`config.mk`:
```
export PLATFORM = sky130hd
export DESIGN_NAME = rr_mux_4x1
export DESIGN_NICKNAME = d
export VERILOG_FILES = /design/src/rtl/rr_mux_pkg.sv /design/src/rtl/rr_mux_4x1_arb.sv /design/src/rtl/rr_mux_4x1.sv
export SDC_FILE = /design/constraint.sdc
export NUM_CORES = 1
export LEC_CHECK = 0
export CAP_MARGIN = 10
export CELL_PAD_IN_SITES_DETAIL_PLACEMENT = 1
export CELL_PAD_IN_SITES_GLOBAL_PLACEMENT = 2
export CORE_MARGIN = 3
export CORE_UTILIZATION = 19
export DETAILED_ROUTE_END_ITERATION = 10
export PLACE_DENSITY_LB_ADDON = 0.1
export REMOVE_ABC_BUFFERS = 1
export SLEW_MARGIN = 20
export SYNTH_ARGS = -nofsm -noshare
export SYNTH_HDL_FRONTEND = slang
export SYNTH_HIERARCHICAL = 1
export SYNTH_SLANG_ARGS = --single-unit
```
`constraint.sdc`:
```
create_clock -name clk -period 2.8 [get_ports clk]
set_clock_uncertainty 0.1 [all_clocks]
set_input_delay 0.42 -clock clk [delete_from_list [all_inputs] [get_ports clk]]
set_output_delay 0.42 -clock clk [all_outputs]
set_load 0.05 [all_outputs]
```
`src/rtl/rr_mux_pkg.sv`:
```
// Shared types and helpers for the 4:1 round-robin mux.
// Holds the channel count and the rotating priority search.
package rr_mux_pkg;

  localparam int NUM_CH = 4;
  localparam int SEL_W  = 2;

  typedef logic [SEL_W-1:0] sel_t;

  // First set bit of req, searching from ptr+1 and wrapping 3->0.
  // Returns 0 when req is empty; callers gate with |req.
  function automatic sel_t rr_pick(
    input logic [NUM_CH-1:0] req,
    input sel_t              ptr
  );
    sel_t idx;
    sel_t win;
    logic hit;
    win = '0;
    hit = 1'b0;
    for (int i = 1; i <= NUM_CH; i++) begin
      idx = ptr + sel_t'(i);
      if (!hit && req[idx]) begin
        win = idx;
        hit = 1'b1;
      end
    end
    return win;
  endfunction

endpackage

```
`src/rtl/rr_mux_4x1_arb.sv`:
```
// Combinational 4-way round-robin arbiter.
// Grants the first requester after ptr when en is high.
module rr_arbiter_4
  import rr_mux_pkg::*;
(
  input  logic [NUM_CH-1:0] req,
  input  sel_t              ptr,
  input  logic              en,
  output logic [NUM_CH-1:0] gnt,
  output sel_t              gnt_idx,
  output logic              gnt_any
);

  // Rotating priority search; one-hot grant only when enabled.
  always_comb begin
    gnt     = '0;
    gnt_idx = rr_pick(req, ptr);
    gnt_any = en && (|req);
    if (gnt_any) begin
      gnt[gnt_idx] = 1'b1;
    end
  end

endmodule

```
`src/rtl/rr_mux_4x1.sv`:
```
// Four-to-one streaming mux, round-robin, registered output.
// Reports the source index of each word on out_sel.
module rr_mux_4x1
  import rr_mux_pkg::*;
#(
  parameter int WIDTH = 8
) (
  input  logic                    clk,
  input  logic                    rst,
  input  logic [NUM_CH-1:0]       in_valid,
  input  logic [NUM_CH*WIDTH-1:0] in_data,
  output logic [NUM_CH-1:0]       in_ready,
  output logic                    out_valid,
  output logic [WIDTH-1:0]        out_data,
  output sel_t                    out_sel,
  input  logic                    out_ready
);

  sel_t              ptr;
  logic              load_en;
  logic [NUM_CH-1:0] gnt;
  sel_t              gnt_idx;
  logic              gnt_any;
  logic [WIDTH-1:0]  word;

  // Register is free when empty or draining this cycle.
  assign load_en = !out_valid || out_ready;

  rr_arbiter_4 u_arb (
    .req     (in_valid),
    .ptr     (ptr),
    .en      (load_en && !rst),
    .gnt     (gnt),
    .gnt_idx (gnt_idx),
    .gnt_any (gnt_any)
  );

  assign in_ready = gnt;

  // Select the granted channel's word.
  always_comb begin
    word = '0;
    for (int i = 0; i < NUM_CH; i++) begin
      if (gnt[i]) begin
        word = in_data[i*WIDTH +: WIDTH];
      end
    end
  end

  // Output register and last-grant pointer.
  always_ff @(posedge clk) begin
    if (rst) begin
      out_valid <= 1'b0;
      out_data  <= '0;
      out_sel   <= '0;
      ptr       <= sel_t'(NUM_CH - 1);
    end else if (load_en) begin
      if (gnt_any) begin
        out_valid <= 1'b1;
        out_data  <= word;
        out_sel   <= gnt_idx;
        ptr       <= gnt_idx;
      end else begin
        out_valid <= 1'b0;
      end
    end
  end

endmodule

```
==> flow_summary.yaml <==
run_status:
  status: "finished, final reports clean"
power:
  combPwrFrac_pct: 45.0
  ir_drop_uv: 120
  p_int_uw: 462
  swShare_pct: 35.5
  p_leak_uw: 0.000632
  switching_power_uw: 254
  clock_power_share_pct: 25.0
  fin_total_pwr_uw: 716
  power_density_nw_per_um2: 432
  seqPwrFrac_pct: 30.0
timing:
  rsz0062_at_grt: "false"
  finalCritPeriodShare_pct: 93.0
  fmax_ghz: 0.384
  relSlewSlack_pct: 58.7
  worst_pin_slew_ns: 0.618
  finalSetupViolations: 0
  finalHoldViolations: 0
  fin_crit_ns: 2.60
  maxSlewViolCount: 0
  hold-worst-slack_ns: 0.386
finish:
  drive_gt1_share_pct: 14.0
  final_common_cell: "clkdlybuf4s50_1"
  antennaDiodeCount: 0
  final_cell_mix: "clkdlybuf4s50_1, a21oi_1, dfxtp_1"
  fillers: 517
  area_growth_pct: 82.4
  nets: 211
  fin_util_pct: 37.0
  stdcell_area_sq_um: 1660
placement:
  place_area_sq_um: 1610
  port_buffers: 53
  dpl.hpwl_um: 2770
  place_congestion: 0.779
setup_path:
  crit_path_top_delay_cell: "clkdlybuf4s50_1"
  critical_path_buf_inv_count: 3
  worstSetupEndpointType: "output port"
  startpoint_type: "input pin"
  worstRegToRegCells: 7
  crit_type: "input pin to output port"
  crit_fanout: 6
  cp.depth: 6
  cp_cell_sequence: "clkdlybuf4s50_1, nor2b_1, o21bai_1, and4_1, buf_4, buf_12"
  cp_top_family: "buffers and inverters"
  reg2reg_slack_ns: 0.51
  required_ns: 2.28
  cp.arrival_ns: 2.08
  crit_path_max_incr_delay_ns: 0.58
clocking:
  root_buffer: "clkbuf_8"
  ctsHoldBuffers: 0
  cts_setup_buffers: 0
  worst_skew_pair.late_latency_ns: 0.25
  cts_buffers: 3
  cts_tree: "yes"
  clk_pin_slew_ns: 0.06
  htreeDepth: 1
  cts_sinks: 13
  cts_max_path_buffers: 2
  postCtsResizedCells: 0
floorplan:
  initial_utilization_pct: 20.3
  die_width_um: 75.1
  pin_count: 54
  rows: 24
  core_area_sq_um: 4470
  die-area_sq_um: 5650
  die_h_um: 75.1
global_route:
  grt_pass1_wl_um: 5420
  grt_pass1_vias: 1190
  gr-usage-all-layers_pct: 12.6
  grt_overflow: 0
  grt_max_degree: 18
  antenna_found_initial: 0
yosys:
  synth_enable_flop_cells: 0
  yosysSeqAreaShare_pct: 28.7
  ys_types: 27
  syn_area_sq_um: 908
  synth-main-ff-cell: "dfxtp_1"
  yosys_warnings: 6
  synth_top_area_share_pct: 28.7
  syn-mean-instance-area_sq_um: 8.18
  synth-async-reset-ratio_pct: 0
  synth_cells: 111
  synth_top_area_cell: "dfxtp_1"
  ys_seq_elements: 13
  netlist_top_cells_area: "dfxtp_1, a21oi_1, a221o_1"
routing:
  vias: 1116
  drc: 0
  ant_nets: 0
  drt_iter0_markers: 38
  finalWirelength_um: 3390
  first_pass_iters: 3
  viasPerCell: 5.00
  drt-wirelength-per-cell_um: 15.2
min_path:
  holdPathStages: 2
  min_path_type: "register to register"
run:
  maxCapViolations: 0
## logic make-up after synthesis
family,count (synthesis),share of synthesized area [%]
muxes,1,1.10
and+or+nand+nor,31,21.2
AOI/OAI and AO/OA,47,39.0
buffers and inverters,19,10.1
DFF,13,28.7
## stage by stage
step	setup slack [ns]	instances	setup TNS [ns]
after detailed placement	0.00200	219	0
after floorplan	-1.06	103	-9.52
after global placement	0.0689	219	0
after global routing	0.0669	223	0
final	0.196	223	0
after CTS	0.165	223	0
## synthesized netlist by cell type, types with 2 or more instances
master / count
a311oi_1: 8
nand2b_1: 2
nand2_1: 9
clkbuf_1: 4
nor2b_1: 2
a221o_1: 8
nor2_1: 3
nand3b_1: 10
nand3_1: 2
inv_1: 10
dfxtp_1: 13
a21oi_1: 19
a211oi_1: 2
and4_1: 2
buf_6: 2
o21ai_0: 4
## power by group through the flow
stage               clock, uW  combinational, uW  sequential, uW
CTS                       186                326             215
global placement            0                321             219
global route              195                345             218
finish                    179                322             215
floorplan                   0                115             268
detailed placement          0                325             219
## worst min-delay path: stages (launching register included)
cell and delay, ns:
dfxtp_1 0.31, o21ai_0 0.07, a21oi_1 0.07
## registers in the layout (all words and copies together), names as in the netlist
| name | count |
|---|---|
| out_valid | 1 |
| out_sel | 2 |
| out_data | 8 |
| ptr | 2 |
## routing by layer
layer  GRT usage [%]  vias to the layer above  part of all wire (%)
li1                -                      539                     -
met1            13.3                      539                    39
met2            23.2                       33                    54
met3            3.74                        5                   6.0
met4            5.24                        0                   1.6
met5               0                        -                     0
## path summary, 6_finish.rpt
check	startpoint	end
hold reg to reg	out_sel[1]$_SDFFE_PP0P_	out_sel[1]$_SDFFE_PP0P_
setup reg to reg	ptr[1]$_SDFFE_PP1P_	out_data[1]$_SDFFE_PP0P_
hold / removal	out_sel[1]$_SDFFE_PP0P_	out_sel[1]$_SDFFE_PP0P_
setup / recovery	in_valid[0]	in_ready[0]
## cell type report
type | count | area [sq um] | area share (%)
Tap cell | 52 | 65.1 | 3.93
Multi-Input combinational cell | 79 | 567 | 34.2
Inverter | 11 | 41.3 | 2.49
Clock buffer | 4 | 45.0 | 2.72
Sequential cell | 13 | 260 | 15.7
Timing Repair Buffer | 64 | 678 | 40.9
Power figures use the tool's default switching activity.
